**config.mk**
```make
export PLATFORM = sky130hd
export DESIGN_NAME = div_restoring
export DESIGN_NICKNAME = d
export VERILOG_FILES = /design/src/rtl/div_restoring.sv
export SDC_FILE = /design/constraint.sdc
export NUM_CORES = 1
export LEC_CHECK = 0
export BUFFER_PORTS_ARGS = -buffer_cell sky130_fd_sc_hd__buf_4
export CAP_MARGIN = 10
export CORE_MARGIN = 2
export CORE_UTILIZATION = 60
export CTS_CLUSTER_SIZE = 30
export DETAILED_ROUTE_END_ITERATION = 10
export GPL_ROUTABILITY_DRIVEN = 0
export PLACE_DENSITY = 0.82
export SKIP_LAST_GASP = 1
export SLEW_MARGIN = 20
export SYNTH_ARGS = -nofsm -noshare
export SYNTH_HDL_FRONTEND = slang
export SYNTH_SLANG_ARGS = --single-unit
```
**constraint.sdc**
```tcl
create_clock -name clk -period 3.6 [get_ports clk]
set_input_delay 0.18 -clock clk [delete_from_list [all_inputs] [get_ports clk]]
set_output_delay 0.18 -clock clk [all_outputs]
set_load 0.05 [all_outputs]
```
**src/rtl/div_restoring.sv**
```systemverilog
// Sequential signed restoring divider: q = a / b, r = a % b, one quotient bit per clock.
// Ports: clk, rst (sync, active-high), start, a, b in; q, r, done, busy, dbz, ovf out.
module div_restoring #(
  parameter int WIDTH = 4
) (
  input  logic             clk,
  input  logic             rst,
  input  logic             start,
  input  logic [WIDTH-1:0] a,
  input  logic [WIDTH-1:0] b,
  output logic [WIDTH-1:0] q,
  output logic [WIDTH-1:0] r,
  output logic             done,
  output logic             busy,
  output logic             dbz,
  output logic             ovf
);

  localparam int CW = $clog2(WIDTH + 1);
  localparam logic [WIDTH-1:0] MIN_V = {1'b1, {(WIDTH-1){1'b0}}};

  typedef enum logic [1:0] {
    IDLE,
    DIV,
    FIX
  } state_t;

  state_t state, nxt;

  logic [CW-1:0]    cnt;
  logic [WIDTH:0]   rem;
  logic [WIDTH-1:0] quo;
  logic [WIDTH-1:0] dvs;
  logic             sa;
  logic             sb;
  logic             z;
  logic             ov;

  logic [WIDTH-1:0] a_mag;
  logic [WIDTH-1:0] b_mag;
  logic [WIDTH+1:0] shl;
  logic [WIDTH+1:0] dvs_x;
  logic             ge;

  // |min| = 2^(WIDTH-1) is representable as an unsigned WIDTH-bit value.
  always_comb begin
    a_mag = a[WIDTH-1] ? -a : a;
    b_mag = b[WIDTH-1] ? -b : b;
    shl   = {rem, quo[WIDTH-1]};
    dvs_x = {2'b00, dvs};
    ge    = shl >= dvs_x;
  end

  always_ff @(posedge clk) begin
    if (rst) begin
      state <= IDLE;
    end else begin
      state <= nxt;
    end
  end

  always_comb begin
    nxt = state;
    unique case (state)
      IDLE: if (start) nxt = DIV;
      DIV:  if (cnt == CW'(1)) nxt = FIX;
      FIX:  nxt = IDLE;
      default: nxt = IDLE;
    endcase
  end

  always_ff @(posedge clk) begin
    if (rst) begin
      cnt  <= '0;
      rem  <= '0;
      quo  <= '0;
      dvs  <= '0;
      sa   <= 1'b0;
      sb   <= 1'b0;
      z    <= 1'b0;
      ov   <= 1'b0;
      q    <= '0;
      r    <= '0;
      done <= 1'b0;
      busy <= 1'b0;
      dbz  <= 1'b0;
      ovf  <= 1'b0;
    end else begin
      done <= 1'b0;
      unique case (state)
        IDLE: begin
          if (start) begin
            rem  <= '0;
            quo  <= a_mag;
            dvs  <= b_mag;
            sa   <= a[WIDTH-1];
            sb   <= b[WIDTH-1];
            z    <= (b == '0);
            ov   <= (a == MIN_V) && (b == '1);
            cnt  <= CW'(WIDTH);
            busy <= 1'b1;
          end
        end
        DIV: begin
          rem <= ge ? (WIDTH+1)'(shl - dvs_x)
                    : (WIDTH+1)'(shl);
          quo <= {quo[WIDTH-2:0], ge};
          cnt <= cnt - CW'(1);
        end
        FIX: begin
          // With a zero divisor every step subtracts nothing, so the
          // remainder ends as |a| and the sign fix below yields r = a.
          if (z) begin
            q <= '1;
          end else begin
            q <= (sa ^ sb) ? -quo : quo;
          end
          r    <= sa ? WIDTH'(-rem) : WIDTH'(rem);
          done <= 1'b1;
          busy <= 1'b0;
          dbz  <= z;
          ovf  <= ov;
        end
        default: ;
      endcase
    end
  end

endmodule
```
Word level (Yosys, flattened, before mapping)
Index checks and enable logic that the tools add are counted.

$add $sub $neg: 6. Magnitude comparators: 1. Eq/ne operators: 7. Muxes and demuxes: 18. Bitwise operators: 1. Reductions and logical operators: 9.

Operators with widths (number): $mux W4 (6); $neg A4 Y4 (4); $mux W5 (2); $pmux W5 S2 (1); $eq A4 B4 Y1 const B (2); $pmux W4 S2 (1); $reduce_and A2 Y1 (4); $ge A6 B4 Y1 (1); $pmux W3 S2 (1); $sub A5 B4 Y5 (1); $logic_not A4 Y1 (1); $mux W2 (2); $ne A2 B2 Y1 const B (2); $pmux W2 S2 (1); $reduce_bool A2 Y1 (2); $eq A3 B1 Y1 const B (1); $mux W3 (1); $sub A3 B1 Y3 const B (1); $eq A2 B1 Y1 const B (1); $eq A2 B2 Y1 const B (1); $logic_not A2 Y1 (1); $mux W1 (2); $pmux W1 S2 (1); $logic_and A1 B1 Y1 (1); $xor A1 B1 Y1 (1).

Register bits: 34. Output and inout port bits: 12. Logic and storage cells: 57.

Depth between registers and ports, before layout
Gate-level depths: netlist (run 1).

Depth after elaboration: 4. Depth in mapped cells: 8. Mapped depth without buffers: 8.

Least setup slack after synthesis (run 1)
OpenSTA, ideal clock, no wires.

Path type: reg-to-reg. Start point: register quo[3]. End point: register rem[4]. Library setup time: 0.086 ns. Arrival time: 1.699 ns. Slack: 1.815 ns. Stages on the path, launching flop included: 9. Buffers on the path: 0. Cell sequence: dfxtp_1 > inv_1 > ha_1 > inv_1 > fa_1 > nand3_1 > nand2_1 > or3_1 > a221oi_2.

Longest elaborated chain between the ends: 3.

Ends and longest elaborated chain: start: declaration (RTL line 32) `logic [WIDTH-1:0] quo;`; start signal: assignment (RTL line 94) `quo <= a_mag;`; start signal: assignment (RTL line 107) `quo <= {quo[WIDTH-2:0], ge};`; $sub A5 B4 Y5 / $ge A6 B4 Y1 (equally long branches) (RTL line 105, 51); $mux W5 * (RTL line 105) `rem <= ge ? (WIDTH+1)'(shl - dvs_x)`; $pmux W5 S2 * (RTL line 90) `unique case (state)`; end signal: assignment (RTL line 105); end: declaration (RTL line 31) `logic [WIDTH:0] rem;`.

Mark *: on every way between the ends. The rest lies on a longest branch, timed or not. A chain may end at the register's enable or synchronous reset.

Worst setup path in the final report (run 1)
Same ends and word-level chain as after synthesis.

==> flow_summary.yaml, run 1 <==
outcome:
  status: "finished, final reports clean"
clock_network:
  number_of_buffers_inserted_to_repair_setup_after_cts: 0
  clock_tree.htree_level_count: 2
  clk_pin_slew_worst_paths_ns: 0.10
  clock_tree.root_cell: "sky130_fd_sc_hd__clkbuf_4"
  cts_hold_repair.buffers: 0
  cts_buffer_depth: 2
  clk_latency_ns: 0.33
  count_of_clock_tree_sinks: 34
  post_cts.resized_instances: 0
  cts_buffers: 5
  tritoncts_clock_tree: "built"
sta:
  finalClockSkew_ns: 0.007389
  achievable-frequency_mhz: 498.9
  timing.final.max_slew_violations: 0
  worst_slew_pin_slew_ns: 0.6798
  grt_setup_unrepaired: "false"
  final_hold_viol_count: 0
  share_of_the_clock_period_used_by_the_worst_path: 0.5568
  worst_max_slew_margin_expressed_relative_to_the_limit: 0.5458
  finalSetupTns_ns: 0
  final-setup-viol-count: 0
  finalCriticalPeriod_ns: 2.005
detailed_routing:
  detailedRoute.firstIterationViolations: 60
  vias_per_cell: 5.773
  wl_um: 3485
  detail_route.wl_per_cell_um: 13.40
  final_antenna_net_count: 0
  detail_route.drc_violations: 0
  route.vias.total: 1501
  detail_route.first_pass.iterations: 4
yosys:
  synth_area_mm2: 0.001743
  yosys.area.top_type_share: 0.3905
  yosys_warnings: 0
  synth_top_area_cell: "sky130_fd_sc_hd__dfxtp_1"
  synth_ff_type: "sky130_fd_sc_hd__dfxtp_1"
  synth_async_sr_flop_share: 0
  syn-instance-count: 208
  synthMostInstantiatedCell: "sky130_fd_sc_hd__dfxtp_1"
  synth-edff-count: 0
  synthesis.nets: 231
  ys_ff_latch: 34
  synthesis.area_per_instance_um2: 8.379
  yosys-top-cells-area: "sky130_fd_sc_hd__dfxtp_1 39%, sky130_fd_sc_hd__ha_1 7.9%, sky130_fd_sc_hd__a21oi_1 5.2%"
  yosysSeqAreaShare: 0.3905
  netlist-cell-type-count: 38
  synth_commonest_cells: "34 x sky130_fd_sc_hd__dfxtp_1, 21 x sky130_fd_sc_hd__nor2_1, 20 x sky130_fd_sc_hd__inv_1"
critical_path:
  worst_path_max_delay_cell: "sky130_fd_sc_hd__fa_1"
  critical_path.startpoint_type: "flip-flop"
  timing.critical_path.required_ns: 3.85
  critical_path.endpoint_type: "flip-flop"
  critical_path.most_common_cell: "sky130_fd_sc_hd__inv_1"
  worstPathArrival_ns: 2.25
  critical_path.max_fanout: 7
  critical_path_class: "flip-flop to flip-flop"
  path_cells: "inv_1, ha_1, inv_1, fa_1, nand3_1, nand2_1, or3_1, a221oi_2"
  critical_path.max_stage_delay_ns: 0.40
power:
  power.share.combinational: 0.245
  clock_power_share: 0.247
  power.leakage_nw: 0.7951
  power_per_cell_area_mw_per_mm2: 419.0
  seq_power_share: 0.508
  internal_power_mw: 0.5684
  power_switching_mw: 0.2552
  net_switching_fraction_of_the_power: 0.3099
  vdd_drop_max_mv: 0.3714
final_layout:
  nNetsFinal: 253
  post_route_cells_drive_above_1_share: 0.1485
  cell_count_final_fillers_out: 260
  n_antenna_cell: 0
  layout-area-overhead-vs-synth_pct: 12.78
  post-route-cell-area_mm2: 0.001966
placed_design:
  hpwl_um: 2654
  io_buffer_count: 22
  cell_count_after_placement: 254
  dpl_cell_area_mm2: 0.001912
global_routing:
  number_of_antenna_violations_at_the_first_check_in_global_routing: 0
  grt_pass1_wl_um: 6113
  number_of_global_route_vias_before_repair: 1474
  grt_use_total: 0.2365
  globalRoute.totalOverflow: 0
  grt_max_degree: 31
die:
  placeableCoreArea_mm2: 0.002758
  number_of_standard_cell_rows_in_the_floorplan: 19
  die_area_mm2: 0.003352
  initial_core_util: 0.6320
  dieWidth_um: 57.90
  io_pins: 23
  die_height_um: 57.90
min_path:
  min_path_type: "primary input to flip-flop"
job:
  max-cap-violations: 0
## layer usage
metal,vias to the layer above,part of all wire,track usage
met3,5,0.041,0.06696
met4,0,0.013,0.08638
li1,764,-,-
met2,35,0.50,0.4042
met5,-,0,0
met1,697,0.45,0.2831
## through the flow
step                setup slack, ns    util  total power [mW]  hold slack, ns
finish                        1.595  0.7128            0.8236          0.1090
global route                  1.470  0.7128            0.8735          0.1242
CTS                           1.608  0.7119            0.8244          0.1046
detailed placement            1.636  0.6933            0.6260          0.4523
global placement              1.748  0.6933            0.6126          0.4457
floorplan                     1.815       -            0.5753          0.3160
## state kept, by name, indices dropped and copies added (netlist names)
name,flops
busy,1
cnt,3
dbz,1
done,1
dvs,4
ov,1
ovf,1
q,4
quo,4
r,4
rem,5
sa,1
sb,1
state,2
z,1
## critical path, delay by kind of cell, from the launching register on
kind	cells	cell delay, ns
flops	1	0.34
buf+inv	2	0.14
simple gates	3	0.64
fa+ha+maj	2	0.57
compound gates	1	0.23
## power by group through the flow
stage,sequential (mW),combinational [mW],clock [mW]
2_1_floorplan,0.429,0.146,0
3_3_place_gp,0.426,0.187,0
3_5_place_dp,0.427,0.199,0
4_1_cts,0.418,0.199,0.207
5_1_grt,0.423,0.227,0.224
6_report,0.419,0.202,0.203
## area by class of cell
| type | instances | area (um2) |
|---|---|---|
| Timing Repair Buffer | 23 | 172.7 |
| Tap cell | 31 | 38.79 |
| Inverter | 20 | 75.07 |
| Fill cell | 225 | 792.0 |
| Sequential cell | 34 | 680.7 |
| Multi-Input combinational cell | 146 | 947.2 |
| Clock buffer | 6 | 51.30 |
## kinds of logic (layout without fill, tap and decap cells)
group / Yosys count / in the layout / synth area share
simple gates: 71 / 71 / 0.2003
compound gates: 50 / 50 / 0.1831
flops: 34 / 34 / 0.3905
buf+inv: 28 / 49 / 0.06748
fa+ha+maj: 12 / 12 / 0.09045
xor+xnor: 9 / 9 / 0.04523
mux: 4 / 4 / 0.02297
## layout by cell type (no fill, tap or decap), types with 4 or more instances in the layout
| cell type | instances |
|---|---|
| sky130_fd_sc_hd__o21ai_0 | 10 |
| sky130_fd_sc_hd__mux2i_1 | 4 |
| sky130_fd_sc_hd__nor2_1 | 21 |
| sky130_fd_sc_hd__a211oi_1 | 5 |
| sky130_fd_sc_hd__nand3_1 | 4 |
| sky130_fd_sc_hd__nand4_1 | 4 |
| sky130_fd_sc_hd__buf_4 | 23 |
| sky130_fd_sc_hd__inv_1 | 20 |
| sky130_fd_sc_hd__nor3_1 | 5 |
| sky130_fd_sc_hd__nand2_1 | 19 |
| sky130_fd_sc_hd__a31oi_1 | 4 |
| sky130_fd_sc_hd__dfxtp_1 | 34 |
| sky130_fd_sc_hd__xnor2_1 | 8 |
| sky130_fd_sc_hd__clkbuf_4 | 5 |
| sky130_fd_sc_hd__a21oi_1 | 18 |
| sky130_fd_sc_hd__ha_1 | 11 |
| sky130_fd_sc_hd__nand2b_1 | 4 |
## path summary, 6_finish.rpt
path | from | slack, ns | cells past startpoint | end
hold / removal | b[0] | 0.11 | 3 | dvs[0]$_SDFFE_PP0P_
setup / recovery | quo[3]$_SDFFE_PP0P_ | 1.60 | 8 | rem[4]$_SDFFE_PP0P_
setup reg to reg | quo[3]$_SDFFE_PP0P_ | 1.60 | 8 | rem[4]$_SDFFE_PP0P_
hold reg to reg | r[0]$_SDFFE_PP0P_ | 0.47 | 2 | r[0]$_SDFFE_PP0P_
Power figures use the tool's default switching activity.
==> inputs of run 2 (changes only) <==
--- a/config.mk
+++ b/config.mk
@@ -5,14 +5,15 @@
 export SDC_FILE = /design/constraint.sdc
 export NUM_CORES = 1
 export LEC_CHECK = 0
+export ABC_AREA = 1
 export BUFFER_PORTS_ARGS = -buffer_cell sky130_fd_sc_hd__buf_4
 export CAP_MARGIN = 10
 export CORE_MARGIN = 2
-export CORE_UTILIZATION = 60
+export CORE_UTILIZATION = 57
 export CTS_CLUSTER_SIZE = 30
 export DETAILED_ROUTE_END_ITERATION = 10
 export GPL_ROUTABILITY_DRIVEN = 0
-export PLACE_DENSITY = 0.82
+export PLACE_DENSITY = 0.79
 export SKIP_LAST_GASP = 1
 export SLEW_MARGIN = 20
 export SYNTH_ARGS = -nofsm -noshare
==> constraint.sdc (replaced) <==
create_clock -name clk -period 1.85 [get_ports clk]
set_input_delay 0.0925 -clock clk [delete_from_list [all_inputs] [get_ports clk]]
set_output_delay 0.0925 -clock clk [all_outputs]
set_load 0.05 [all_outputs]
==> run 2 against run 1 <==
Against the previous run: non-clock buffer count is the same; setup slack lost 1.4 ns; combinational power grew to 2.6 times the previous value; sequential cell count is the same; routed wire length grew 8.3%; register-to-register slack lost 1.4 ns; largest power group unchanged; global-route usage grew 0.63 points; largest cell class unchanged; fmax grew 20%; clock skew shrank 0.0040 ns; critical endpoint is now rem[3]$_SDFFE_PP0P_; synthesized cell count grew 17%; area after synthesis grew 3.4%.
==> flow_summary.yaml, run 2 <==
sta:
  post-route-worst-setup-slack_ns: 0.1863
  finalSetupTns_ns: 0
  grt_setup_unrepaired: "false"
  worst_slew_pin_slew_ns: 0.4883
  share_of_the_clock_period_used_by_the_worst_path: 0.8993
  hold_ws_ns: 0.02613
  worst_max_slew_margin_expressed_relative_to_the_limit: 0.6741
  achievable-frequency_mhz: 601.1
  final_hold_viol_count: 0
  finalCriticalPeriod_ns: 1.664
  timing.final.max_slew_violations: 0
  finalClockSkew_ns: 0.003351
  final-setup-viol-count: 0
yosys:
  synthesis.area_per_instance_um2: 7.384
  synth_top_family_by_area: "simple AND/OR/NAND/NOR gates"
  yosysSeqAreaShare: 0.3778
  netlist-cell-type-count: 31
  synth_ff_type: "sky130_fd_sc_hd__dfxtp_1"
  synth_commonest_cells: "46 x sky130_fd_sc_hd__nand2_1, 38 x sky130_fd_sc_hd__inv_1, 34 x sky130_fd_sc_hd__dfxtp_1"
  synth_top_area_cell: "sky130_fd_sc_hd__dfxtp_1"
  synthMostInstantiatedCell: "sky130_fd_sc_hd__nand2_1"
  synth-adder-area-share: 0.08750
  synth-edff-count: 0
  ys_ff_latch: 34
  synthesis.nets: 267
  synthXorXnorAreaFrac: 0.01944
  syn-instance-count: 244
  share_of_the_synthesized_area_in_compound_gates_ao_oa_aoi_oai: 0.1444
  synth_async_sr_flop_share: 0
  synth_area_mm2: 0.001802
  yosys_warnings: 0
  yosys-top-cells-area: "sky130_fd_sc_hd__dfxtp_1 38%, sky130_fd_sc_hd__nand2_1 9.6%, sky130_fd_sc_hd__inv_1 7.9%"
  synth_simple_gate_area_frac: 0.2639
  yosys.area.top_type_share: 0.3778
  multiplexer_share_of_the_synthesized_area: 0
die:
  io_pins: 23
  die_height_um: 60.22
  placeableCoreArea_mm2: 0.003028
  die_area_mm2: 0.003626
  dieWidth_um: 60.22
  number_of_standard_cell_rows_in_the_floorplan: 20
  initial_core_util: 0.5950
final_layout:
  largest_register_ffs: 5
  nNetsFinal: 293
  fin_util: 0.6818
  number_of_inserted_filler_cells_in_the_final_layout: 274
  post_route_cells_drive_above_1_share: 0.1933
  final_common_cell: "sky130_fd_sc_hd__nand2_1"
  layout-area-overhead-vs-synth_pct: 14.58
  cell_count_final_fillers_out: 313
  largest_register_by_flop_count: "rem"
  post-route-cell-area_mm2: 0.002064
  most-common-layout-cells: "45 x sky130_fd_sc_hd__nand2_1, 38 x sky130_fd_sc_hd__inv_1, 34 x sky130_fd_sc_hd__dfxtp_1"
  n_antenna_cell: 0
critical_path:
  critical_path.startpoint_type: "flip-flop"
  worstPathArrival_ns: 1.91
  critical_path.endpoint_type: "flip-flop"
  critical_path.max_fanout: 6
  timing.critical_path.required_ns: 2.10
  critical_path_class: "flip-flop to flip-flop"
clock_network:
  tritoncts_clock_tree: "built"
  clk_latency_ns: 0.36
  count_of_clock_tree_sinks: 34
  cts_hold_repair.buffers: 0
  clock_tree.root_cell: "sky130_fd_sc_hd__clkbuf_4"
  post_cts.resized_instances: 0
  number_of_buffers_inserted_to_repair_setup_after_cts: 0
  clock_tree.htree_level_count: 2
  cts_buffers: 5
  clk_pin_slew_worst_paths_ns: 0.09
  cts_buffer_depth: 2
detailed_routing:
  wl_um: 3775
  detail_route.wl_per_cell_um: 12.06
  route.vias.total: 1605
  detail_route.first_pass.iterations: 4
  final_antenna_net_count: 0
  detail_route.drc_violations: 0
  detailedRoute.firstIterationViolations: 58
  vias_per_cell: 5.128
job:
  max-cap-violations: 0
placed_design:
  place_ws_ns: 0.1433
  hpwl_um: 2836
  io_buffer_count: 22
  dpl_cell_area_mm2: 0.002008
  cell_count_after_placement: 307
power:
  power.leakage_nw: 0.9774
  power_per_cell_area_mw_per_mm2: 855.9
  design_power_total_mw: 1.767
  vdd_drop_max_mv: 0.5819
global_routing:
  number_of_global_route_vias_before_repair: 1486
  grt_pass1_wl_um: 6396
  globalRoute.totalOverflow: 0
  number_of_antenna_violations_at_the_first_check_in_global_routing: 0
  grt_use_total: 0.2428
  grt_max_degree: 19
outcome:
  status: "finished, final reports clean"
min_path:
  min_path_type: "primary input to flip-flop"
[run 2: changes by cell type after synthesis, moves of 4 or more]
cell,before,now
sky130_fd_sc_hd__a21oi_2,0,4
sky130_fd_sc_hd__a211oi_1,5,0
sky130_fd_sc_hd__nand2b_1,4,0
sky130_fd_sc_hd__o21ai_1,0,8
sky130_fd_sc_hd__inv_1,20,38
sky130_fd_sc_hd__mux2i_1,4,0
sky130_fd_sc_hd__nand2_2,0,5
sky130_fd_sc_hd__nor3_1,5,1
sky130_fd_sc_hd__xnor2_1,8,2
sky130_fd_sc_hd__nand2_1,19,46
sky130_fd_sc_hd__nor2b_1,4,0
sky130_fd_sc_hd__nand3_1,4,17
sky130_fd_sc_hd__nand3_2,0,4
[run 2: final cells by class]
cell class,instances,area [um2],area share
Multi-Input combinational cell,164,933.4,0.4521
Sequential cell,34,680.7,0.3297
Timing Repair Buffer,23,172.7,0.08364
Inverter,42,171.4,0.08303
Tap cell,44,55.05,0.02667
Clock buffer,6,51.30,0.02485
[run 2: path summary, 6_finish.rpt]
kind	cells after the start	slack, ns	endpoint	start
hold reg to reg	2	0.47	dvs[2]$_SDFFE_PP0P_	dvs[2]$_SDFFE_PP0P_
setup reg to reg	12	0.19	rem[3]$_SDFFE_PP0P_	quo[3]$_SDFFE_PP0P_
setup / recovery	12	0.19	rem[3]$_SDFFE_PP0P_	quo[3]$_SDFFE_PP0P_
hold / removal	3	0.03	dvs[0]$_SDFFE_PP0P_	b[0]
[run 2: critical path: stages, from the launching register on]
cell	delay, ns
sky130_fd_sc_hd__dfxtp_1	0.32
sky130_fd_sc_hd__inv_1	0.07
sky130_fd_sc_hd__ha_1	0.14
sky130_fd_sc_hd__inv_1	0.06
sky130_fd_sc_hd__fa_2	0.35
sky130_fd_sc_hd__nand2_1	0.07
sky130_fd_sc_hd__nand2_1	0.07
sky130_fd_sc_hd__nand2_2	0.11
sky130_fd_sc_hd__nand2_2	0.11
sky130_fd_sc_hd__nand2_2	0.09
sky130_fd_sc_hd__nand2_1	0.05
sky130_fd_sc_hd__nand2_1	0.06
sky130_fd_sc_hd__a21oi_2	0.05
[run 2: cell families after synthesis]
kind of cell               count (synthesis)
DFF                                       34
and+or+nand+nor                          103
xor gates and xnor gates                   4
buffers and inverters                     46
AOI/OAI and AO/OA                         45
adders and majority gates                 12
[run 2: metal layers]
metal | GRT usage | vias up | part of all wire
met3 | 0.06494 | 6 | 0.051
li1 | - | 841 | -
met4 | 0.1270 | 0 | 0.014
met2 | 0.3882 | 32 | 0.49
met1 | 0.2965 | 726 | 0.45
met5 | 0 | - | 0
[run 2: report_power, final]
part           total, mW  switching (mW)  internal, mW
sequential         0.825          0.0417         0.783
combinational      0.527           0.325         0.202
clock              0.415           0.244         0.171
total               1.77           0.611          1.16
==> inputs of run 3 (changes only) <==
--- a/config.mk
+++ b/config.mk
@@ -14,6 +14,7 @@
 export DETAILED_ROUTE_END_ITERATION = 10
 export GPL_ROUTABILITY_DRIVEN = 0
 export PLACE_DENSITY = 0.79
+export REMOVE_ABC_BUFFERS = 1
 export SKIP_LAST_GASP = 1
 export SLEW_MARGIN = 20
 export SYNTH_ARGS = -nofsm -noshare
==> run 3 against run 2 <==
Against the previous run: first-iteration DRC count grew 29%; combinational power grew 3%; highest routed layer unchanged; final area grew 1.6%.
==> flow_summary.yaml, run 3 (same netlist as run 2, synthesis figures left out) <==
outcome:
  status: "finished, final reports clean"
sta:
  achievable-frequency_mhz: 591.5
  finalCriticalPeriod_ns: 1.691
  share_of_the_clock_period_used_by_the_worst_path: 0.9138
  finalSetupTns_ns: 0
  final_hold_viol_count: 0
  worst_slew_pin_slew_ns: 0.5101
  timing.final.max_slew_violations: 0
  grt_setup_unrepaired: "false"
  post-route-worst-setup-slack_ns: 0.1595
  finalClockSkew_ns: 0.01086
  hold_ws_ns: 0.03248
  worst_max_slew_margin_expressed_relative_to_the_limit: 0.6596
  final-setup-viol-count: 0
critical_path:
  critical_path.startpoint_type: "flip-flop"
  cpLargestDelayFamily: "simple AND/OR/NAND/NOR gates"
  worst_path_max_delay_cell: "sky130_fd_sc_hd__fa_1"
  critical_path.max_fanout: 6
  path_cells: "inv_1, ha_1, inv_1, fa_1, nand2_1, nand2_1, nand2_2, nand2_2, nand2_1, nand2_1, nand2_1, a21oi_2"
  worstPathArrival_ns: 1.94
  critical_path.most_common_cell: "sky130_fd_sc_hd__nand2_1"
  timing.critical_path.required_ns: 2.10
  sum_of_buffers_and_inverters_on_the_critical_path: 2
  critical_path.max_stage_delay_ns: 0.40
  critical_path_class: "flip-flop to flip-flop"
  critical_path.endpoint_type: "flip-flop"
final_layout:
  cell_count_final_fillers_out: 317
  final-seq-area_um2: 680.7
  number_of_inserted_filler_cells_in_the_final_layout: 267
  post_route_cells_drive_above_1_share: 0.1905
  layout-area-overhead-vs-synth_pct: 16.46
  largest_register_by_flop_count: "rem"
  nNetsFinal: 295
  final_common_cell: "sky130_fd_sc_hd__nand2_1"
  largest_register_ffs: 5
  multi_input_gate_area_in_the_final_layout_um2: 928.4
  fin_util: 0.6930
  n_antenna_cell: 0
  most-common-layout-cells: "46 x sky130_fd_sc_hd__nand2_1, 38 x sky130_fd_sc_hd__inv_1, 34 x sky130_fd_sc_hd__dfxtp_1"
clock_network:
  tritoncts_clock_tree: "built"
  clk_latency_ns: 0.35
  count_of_clock_tree_sinks: 34
  number_of_buffers_inserted_to_repair_setup_after_cts: 0
  cts_buffer_depth: 2
  post_cts.resized_instances: 0
  clock_tree.root_cell: "sky130_fd_sc_hd__clkbuf_4"
  clock_tree.htree_level_count: 2
  clk_pin_slew_worst_paths_ns: 0.10
  cts_hold_repair.buffers: 0
  cts_buffers: 5
detailed_routing:
  vias_per_cell: 4.962
  detail_route.wl_per_cell_um: 11.61
  detail_route.first_pass.iterations: 4
  wl_um: 3680
  final_antenna_net_count: 0
  route.vias.total: 1573
  detailedRoute.firstIterationViolations: 75
  detail_route.drc_violations: 0
global_routing:
  globalRoute.totalOverflow: 0
  grt_pass1_wl_um: 6141
  number_of_antenna_violations_at_the_first_check_in_global_routing: 0
  number_of_global_route_vias_before_repair: 1415
  grt_use_total: 0.2336
  grt_max_degree: 19
power:
  power.leakage_nw: 0.9970
  power_per_cell_area_mw_per_mm2: 908.9
  vdd_drop_max_mv: 0.4649
die:
  placeableCoreArea_mm2: 0.003028
  initial_core_util: 0.5950
  die_area_mm2: 0.003626
  number_of_standard_cell_rows_in_the_floorplan: 20
  io_pins: 23
  dieWidth_um: 60.22
  die_height_um: 60.22
placed_design:
  hpwl_um: 2752
  io_buffer_count: 22
  place_ws_ns: 0.1573
  cell_count_after_placement: 307
min_path:
  min_path_type: "primary input to flip-flop"
job:
  max-cap-violations: 0
[run 3: cell count changes in the layout (fill, tap and decap cells not counted), sizes merged]
cell    before  now
clkbuf       6    7
buf         23   25
bufinv       1    2
[run 3: final timing paths]
kind                  startpoint             endpoint  slack, ns  cells past startpoint
min reg2reg      ov$_SDFFE_PP0P_     ovf$_SDFFE_PP0P_       0.46                      2
max          quo[3]$_SDFFE_PP0P_  rem[3]$_SDFFE_PP0P_       0.16                     12
max reg2reg  quo[3]$_SDFFE_PP0P_  rem[3]$_SDFFE_PP0P_       0.16                     12
min                         b[0]  dvs[0]$_SDFFE_PP0P_       0.03                      3
[run 3: power breakdown]
part | switching, mW | total (mW) | leakage [nW] | internal, mW
logic | 0.324 | 0.545 | 0.680 | 0.221
clock network | 0.250 | 0.537 | 0.0395 | 0.286
registers | 0.0417 | 0.825 | 0.278 | 0.784
[run 3: area by class of cell]
type                            count  share of cell area
Timing Repair Buffer               25             0.08945
Inverter                           42             0.08169
Tap cell                           44             0.02624
Clock buffer                        7             0.02147
Clock inverter                      1             0.01431
Multi-Input combinational cell    164              0.4425
Sequential cell                    34              0.3244
[run 3: through the flow]
| step | power, mW | area (um2) |
|---|---|---|
| after floorplan | 1.234 | 1780 |
| after global placement | 1.344 | 2008 |
| after detailed placement | 1.353 | 2008 |
| after CTS | 1.889 | 2083 |
| after global routing | 2.030 | 2098 |
| final | 1.907 | 2098 |
[run 3: routing by layer]
| layer | part of all wire | GRT usage | vias to the layer above |
|---|---|---|---|
| met5 | 0 | 0 | - |
| met4 | 0.018 | 0.08571 | 0 |
| met1 | 0.47 | 0.2954 | 688 |
| met2 | 0.46 | 0.3727 | 31 |
| met3 | 0.049 | 0.07143 | 5 |
| li1 | - | - | 849 |
[run 3: worst register-to-register path, cell delays in order, from the launching register on]
cell	delay (ns)
sky130_fd_sc_hd__dfxtp_1	0.32
sky130_fd_sc_hd__inv_1	0.07
sky130_fd_sc_hd__ha_1	0.14
sky130_fd_sc_hd__inv_1	0.06
sky130_fd_sc_hd__fa_1	0.40
sky130_fd_sc_hd__nand2_1	0.08
sky130_fd_sc_hd__nand2_1	0.08
sky130_fd_sc_hd__nand2_2	0.10
sky130_fd_sc_hd__nand2_2	0.10
sky130_fd_sc_hd__nand2_1	0.09
sky130_fd_sc_hd__nand2_1	0.05
sky130_fd_sc_hd__nand2_1	0.06
sky130_fd_sc_hd__a21oi_2	0.04
